===== config.mk =====
export PLATFORM = sky130hd
export DESIGN_NAME = subword_mem_ctrl
export DESIGN_NICKNAME = d
export VERILOG_FILES = /design/src/rtl/subword_mem_ctrl_pkg.sv /design/src/rtl/subword_mem_ctrl_lane_extend.sv /design/src/rtl/subword_mem_ctrl.sv
export SDC_FILE = /design/constraint.sdc
export NUM_CORES = 1
export LEC_CHECK = 0
export CORE_AREA = 5 5 187 153
export DETAILED_ROUTE_END_ITERATION = 10
export DIE_AREA = 0 0 192 158
export PLACE_DENSITY = 0.58
export SKIP_CTS_REPAIR_TIMING = 1
export SLEW_MARGIN = 30
export SYNTH_ARGS = -nofsm -noshare
export SYNTH_HDL_FRONTEND = slang
export SYNTH_SLANG_ARGS = --single-unit

===== constraint.sdc =====
create_clock -name Clk -period 3.1 [get_ports Clk]
set_input_delay 0.62 -clock Clk [delete_from_list [all_inputs] [get_ports Clk]]
set_output_delay 0.62 -clock Clk [all_outputs]
set_load 0.03 [all_outputs]

===== src/rtl/subword_mem_ctrl_pkg.sv =====
// Shared definitions for the sub-word load/store sequencer: access-size and
// FSM state encodings plus the alignment rule used when a request is accepted.
package subword_mem_ctrl_pkg;

   localparam int unsigned DATA_W = 32;

   typedef enum logic [1:0] {
      SIZE_BYTE = 2'b00,
      SIZE_HALF = 2'b01,
      SIZE_WORD = 2'b10,
      SIZE_ILL  = 2'b11
   } size_e;

   typedef enum logic [1:0] {
      ST_IDLE = 2'b00,
      ST_RD   = 2'b01,
      ST_WR   = 2'b10,
      ST_RESP = 2'b11
   } state_e;

   // A half needs an even address, a word needs a 4-byte boundary, and the
   // reserved size code is always rejected, so it shares the misalign path.
   function automatic logic isMisaligned(input size_e size, input logic [1:0] lane);
      logic bad;
      bad = 1'b0;
      case (size)
         SIZE_BYTE: bad = 1'b0;
         SIZE_HALF: bad = lane[0];
         SIZE_WORD: bad = (lane != 2'b00);
         SIZE_ILL:  bad = 1'b1;
         default:   bad = 1'b1;
      endcase
      return bad;
   endfunction

endpackage


===== src/rtl/subword_mem_ctrl_lane_extend.sv =====
// Load lane extractor: picks the addressed byte or half out of a full memory
// word (little-endian lanes) and sign- or zero-extends it to 32 bits.
module subword_mem_ctrl_lane_extend
   import subword_mem_ctrl_pkg::*;
(
   input  logic [DATA_W-1:0] word_i,
   input  logic [1:0]        lane_i,
   input  size_e             size_i,
   input  logic              unsigned_i,
   output logic [DATA_W-1:0] result_o
);

   logic [7:0]  laneByte;
   logic [15:0] laneHalf;

   // Select the lane first, then replicate its top bit unless zero-extending.
   always_comb begin
      laneByte = word_i[{lane_i, 3'b000} +: 8];
      laneHalf = word_i[{lane_i[1], 4'b0000} +: 16];
      result_o = word_i;
      case (size_i)
         SIZE_BYTE: result_o = {{24{laneByte[7] & ~unsigned_i}}, laneByte};
         SIZE_HALF: result_o = {{16{laneHalf[15] & ~unsigned_i}}, laneHalf};
         default:   result_o = word_i;
      endcase
   end

endmodule


===== src/rtl/subword_mem_ctrl.sv =====
// Load/store sequencer between the MEM stage and a 32-bit word-addressed
// memory. One request is in flight at a time; sub-word stores are done as a
// read-modify-write of the containing word, misaligned requests never touch
// memory, and a stalled memory is abandoned after ACK_TIMEOUT cycles.
module subword_mem_ctrl
   import subword_mem_ctrl_pkg::*;
#(
   parameter int unsigned ADDR_W      = 32,
   parameter int unsigned ACK_TIMEOUT = 255
) (
   input  logic              Clk,
   input  logic              Reset,
   input  logic              req_valid,
   output logic              req_ready,
   input  logic              req_we,
   input  logic [1:0]        req_size,
   input  logic              req_unsigned,
   input  logic [ADDR_W-1:0] req_addr,
   input  logic [DATA_W-1:0] req_wdata,
   output logic              rsp_valid,
   output logic [DATA_W-1:0] rsp_rdata,
   output logic              rsp_misalign,
   output logic              rsp_err,
   output logic              mem_en,
   output logic              mem_we,
   output logic [ADDR_W-1:0] mem_addr,
   output logic [DATA_W-1:0] mem_wdata,
   input  logic [DATA_W-1:0] mem_rdata,
   input  logic              mem_ack
);

   localparam int unsigned      CNT_W      = (ACK_TIMEOUT < 2) ? 1 : $clog2(ACK_TIMEOUT + 1);
   localparam logic [CNT_W-1:0] CNT_LAST   = (ACK_TIMEOUT == 0) ? '0 : CNT_W'(ACK_TIMEOUT - 1);
   localparam logic             TIMEOUT_EN = (ACK_TIMEOUT != 0);

   state_e              state_q, state_d;
   logic                isStore_q, isStore_d;
   size_e               size_q, size_d;
   logic                isUnsigned_q, isUnsigned_d;
   logic [ADDR_W-1:0]   addr_q, addr_d;
   logic [DATA_W-1:0]   wdata_q, wdata_d;
   logic [DATA_W-1:0]   rdata_q, rdata_d;
   logic                misalign_q, misalign_d;
   logic                err_q, err_d;
   logic [CNT_W-1:0]    waitCnt_q, waitCnt_d;

   logic [DATA_W-1:0]   loadResult;
   logic [DATA_W-1:0]   mergedWord;
   logic                timeoutHit;
   size_e               reqSize;

   assign reqSize    = size_e'(req_size);
   assign timeoutHit = TIMEOUT_EN && (waitCnt_q == CNT_LAST);

   subword_mem_ctrl_lane_extend u_laneExtend (
      .word_i     (mem_rdata),
      .lane_i     (addr_q[1:0]),
      .size_i     (size_q),
      .unsigned_i (isUnsigned_q),
      .result_o   (loadResult)
   );

   // Store merge: drop the new byte/half into the word just read, keeping the
   // other lanes; a full-word store simply takes the request data.
   always_comb begin
      mergedWord = mem_rdata;
      case (size_q)
         SIZE_BYTE: mergedWord[{addr_q[1:0], 3'b000} +: 8]  = wdata_q[7:0];
         SIZE_HALF: mergedWord[{addr_q[1], 4'b0000} +: 16] = wdata_q[15:0];
         default:   mergedWord = wdata_q;
      endcase
   end

   // Sequencer next state: accept in IDLE, read and/or write memory, then
   // present the response for exactly one cycle.
   always_comb begin
      state_d      = state_q;
      isStore_d    = isStore_q;
      size_d       = size_q;
      isUnsigned_d = isUnsigned_q;
      addr_d       = addr_q;
      wdata_d      = wdata_q;
      rdata_d      = rdata_q;
      misalign_d   = misalign_q;
      err_d        = err_q;
      waitCnt_d    = waitCnt_q;

      case (state_q)
         ST_IDLE: begin
            if (req_valid) begin
               isStore_d    = req_we;
               size_d       = reqSize;
               isUnsigned_d = req_unsigned;
               addr_d       = req_addr;
               wdata_d      = req_wdata;
               rdata_d      = '0;
               misalign_d   = 1'b0;
               err_d        = 1'b0;
               waitCnt_d    = '0;
               if (isMisaligned(reqSize, req_addr[1:0])) begin
                  misalign_d = 1'b1;
                  state_d    = ST_RESP;
               end else if (req_we && (reqSize == SIZE_WORD)) begin
                  state_d = ST_WR;
               end else begin
                  state_d = ST_RD;
               end
            end
         end

         ST_RD: begin
            if (mem_ack) begin
               if (isStore_q) begin
                  wdata_d   = mergedWord;
                  waitCnt_d = '0;
                  state_d   = ST_WR;
               end else begin
                  rdata_d = loadResult;
                  state_d = ST_RESP;
               end
            end else if (timeoutHit) begin
               err_d   = 1'b1;
               state_d = ST_RESP;
            end else begin
               waitCnt_d = waitCnt_q + CNT_W'(1);
            end
         end

         ST_WR: begin
            if (mem_ack) begin
               state_d = ST_RESP;
            end else if (timeoutHit) begin
               err_d   = 1'b1;
               state_d = ST_RESP;
            end else begin
               waitCnt_d = waitCnt_q + CNT_W'(1);
            end
         end

         ST_RESP: begin
            state_d = ST_IDLE;
         end

         default: begin
            state_d = ST_IDLE;
         end
      endcase
   end

   // State and latched-request registers; reset abandons any access in flight.
   always_ff @(posedge Clk) begin
      if (Reset) begin
         state_q      <= ST_IDLE;
         isStore_q    <= 1'b0;
         size_q       <= SIZE_BYTE;
         isUnsigned_q <= 1'b0;
         addr_q       <= '0;
         wdata_q      <= '0;
         rdata_q      <= '0;
         misalign_q   <= 1'b0;
         err_q        <= 1'b0;
         waitCnt_q    <= '0;
      end else begin
         state_q      <= state_d;
         isStore_q    <= isStore_d;
         size_q       <= size_d;
         isUnsigned_q <= isUnsigned_d;
         addr_q       <= addr_d;
         wdata_q      <= wdata_d;
         rdata_q      <= rdata_d;
         misalign_q   <= misalign_d;
         err_q        <= err_d;
         waitCnt_q    <= waitCnt_d;
      end
   end

   assign req_ready    = (state_q == ST_IDLE);
   assign rsp_valid    = (state_q == ST_RESP);
   assign rsp_rdata    = rsp_valid ? rdata_q : '0;
   assign rsp_misalign = rsp_valid & misalign_q;
   assign rsp_err      = rsp_valid & err_q;
   assign mem_en       = (state_q == ST_RD) || (state_q == ST_WR);
   assign mem_we       = (state_q == ST_WR);
   assign mem_addr     = {addr_q[ADDR_W-1:2], 2'b00};
   assign mem_wdata    = mem_we ? wdata_q : '0;

endmodule

==> impl_metrics.toml <==
[setup_path]
critPathArrivalTime_ns = 2.35
cp-start-kind = "flip-flop"
path_cells = "inv_1 > ha_1 > inv_1 > nor2_1 > clkdlybuf4s50_1"
crit_family = "buffers and inverters"
crit_path_end_kind = "output port"
critPathKind = "flip-flop to output port"
critPathSlowestCell = "clkdlybuf4s50_1"
reg2reg_depth = 7
path_buf_inv = 3
r2r_start = "state_q[0]"
cpMostUsedCell = "inv_1"
rr_endpoint = "rdata_q[19]"
cp.required_ns = 2.48
critical_path.max_stage_delay_ns = 0.74
critPathMaxFanout = 8
r2r_setup_slack_ns = 0.46

[clock_network]
cts_root_buf = "clkbuf_16"
cts_sinks = 112
cts_tree = "yes"
htreeDepth = 3
clock_latency_ns = 0.37
cts_buffer_depth = 2
cts-buffers-inserted = 9
clk_pin_slew_worst_paths_ns = 0.07

[cells_and_area]
layout-drive-gt1-share = 0.0710
n_fill_cell = 2778
fin_util = 0.339
syn_to_final_growth_pct = 39.1
nNetsFinal = 1042
final_cell_count_no_fill = 1297

[synthesis]
synth-seq-cells = 112
synth_top_area_share = 0.345
synth_area_per_cell_um2 = 8.30
ys.flop_type = "dfxtp_1"
synthTopCellsByCount = "112 x dfxtp_1, 99 x nand2_1, 91 x a21oi_1"
yosys_warnings = 0
synthDistinctLibCells = 67
ys_async_sr_fraction = 0
yosys.area.top_type = "dfxtp_1"
syn-cell-area_um2 = 6500
synth_edf_count = 0
ys_seq_area_frac = 0.345
postSynthCellCount = 783
synthTopCellsByArea = "dfxtp_1 34%, a21oi_1 7.0%, and2_1 6.4%, nand2_1 5.7%, a221o_1 4.9%"
yosysMostFrequentCell = "dfxtp_1"

[power_and_ir_drop]
p_leak_nw = 3.19
p_per_area_nw_per_um2 = 700
ir_worst_vdd_mv = 0.250

[flow_run]
maxCapViolCount = 0

[grt]
antenna_found_initial = 5
grt-ovfl-total = 0
grt_max_degree = 49
grt_usage = 0.155
grt_pass1_wl_mm = 36.3
grt_pass1_vias = 6113

[min_path]
hp-start = "addr_q[2]"
min_path_type = "flip-flop to flip-flop"
min_to = "addr_q[2]"
min_path_cells = 2

[drt]
vias_per_cell = 4.87
dr.pass1.iters = 5
wl_mm = 24.5
drt_first_iter_violations = 391
num_vias = 6320
wl_per_cell_um = 18.9
drc = 0
detail-route-antenna-nets = 0

[place]
finalWeightedCongestion = 0.839
hpwl_mm = 18.5
portBuffers = 203
dp.cells = 1278

[sta]
rsz0062_at_grt = "false"
clock_skew_ns = 0.0127
finalCritPeriodShare = 0.958
setup_viol = 0
max_freq_mhz = 337
worst_slew_pin_slew_ns = 0.979
fin_tns_setup_ns = 0
slew_headroom = 0.346
hold_viol = 0
hold_ws_ns = 0.454
min_period_ns = 2.97
final_max_slew_viol_count = 0

[floorplanning]
initial_core_util = 0.244
rows = 54
die_y_um = 158
core_um2 = 26700
die_w_um = 192
design.die.area_um2 = 30300
ios = 206

[outcome]
status = "finished clean"
[logic make-up (layout without fill, tap and decap cells)]
family	Yosys count	after routing	share of synthesized area
AO/OA/AOI/OAI	260	260	0.278
buffers and inverters	115	261	0.0899
AND/OR/NAND/NOR	249	249	0.207
adder cells (fa/ha/maj)	13	13	0.0250
flip-flops	112	112	0.345
multiplexers	33	33	0.0552
other	1	5	0.000577
[through the flow]
step | total power, mW | setup slack [ns] | area (µm²)
6_report | 6.33 | 0.131 | 9040
5_1_grt | 6.73 | 0.00562 | 9040
3_5_place_dp | 5.00 | 0.221 | 8700
2_1_floorplan | 4.01 | 0.861 | 6500
3_3_place_gp | 4.97 | 0.258 | 8700
4_1_cts | 6.37 | 0.109 | 9030
[power breakdown]
part	switching (mW)	internal (mW)
Sequential	0.310	1.77
Clock	0.601	0.745
Combinational	1.76	1.14
[final cells by class]
type | instances | area, µm² | share of cell area
sequential | 112 | 2240 | 0.248
tap | 364 | 455 | 0.0504
antenna | 3 | 7.51 | 0.000830
clock buffer | 10 | 239 | 0.0264
multi-input combinational | 557 | 3690 | 0.408
inverter | 21 | 78.8 | 0.00872
timing repair buffer | 224 | 2230 | 0.247
clock inverter | 6 | 97.6 | 0.0108
[worst register-to-register path, delay by kind of cell, from the launching register on]
family | cells | cell delay, ns
AO/OA/AOI/OAI | 2 | 0.26
adder cells (fa/ha/maj) | 1 | 0.38
buffers and inverters | 2 | 0.49
flip-flops | 1 | 0.34
multiplexers | 1 | 0.38
AND/OR/NAND/NOR | 1 | 0.75
[worst max-delay path by stage]
stage                         to  depth (start not counted)  startpoint
floorplan           mem_wdata[0]                          5  state_q[0]
CTS                 mem_wdata[9]                          5  state_q[0]
global route        mem_wdata[9]                          5  state_q[0]
detailed placement   rdata_q[27]                          5   req_valid
global placement     rdata_q[24]                          5   req_valid
finish              mem_wdata[7]                          5  state_q[0]
[routing by layer]
metal  track usage  part of all wire
met2         0.242              0.46
met5             0            0.0014
met1         0.211              0.46
met3        0.0456             0.070
met4        0.0434             0.015
[flip-flops by register name, indices dropped and copies added, names as in the netlist]
signal and cells:
misalign_q 1, rdata_q 32, isStore_q 1, isUnsigned_q 1
waitCnt_q 8, size_q 2, addr_q 32, wdata_q 32
err_q 1, state_q 2
[placed cells by master, fill, tap and decap left out, types with 5 or more instances in the layout]
cell and count:
a21oi_1 90, nand2b_1 18, a32o_1 7, o2bb2ai_1 7
mux2_2 8, ha_1 13, nand3_1 12, mux2i_1 22
clkdlybuf4s50_1 201, inv_1 19, buf_4 18, nor3b_1 8
a221o_1 32, a22oi_1 16, a311oi_1 7, nor2b_1 10
a31oi_1 11, a211oi_1 9, clkbuf_16 9, dfxtp_1 111
nor2_1 7, nand2_1 99, o32ai_1 9, o21ai_0 23
and2_1 66, o21ai_1 20, nor3_1 5
(Power assumes the default switching activity.)
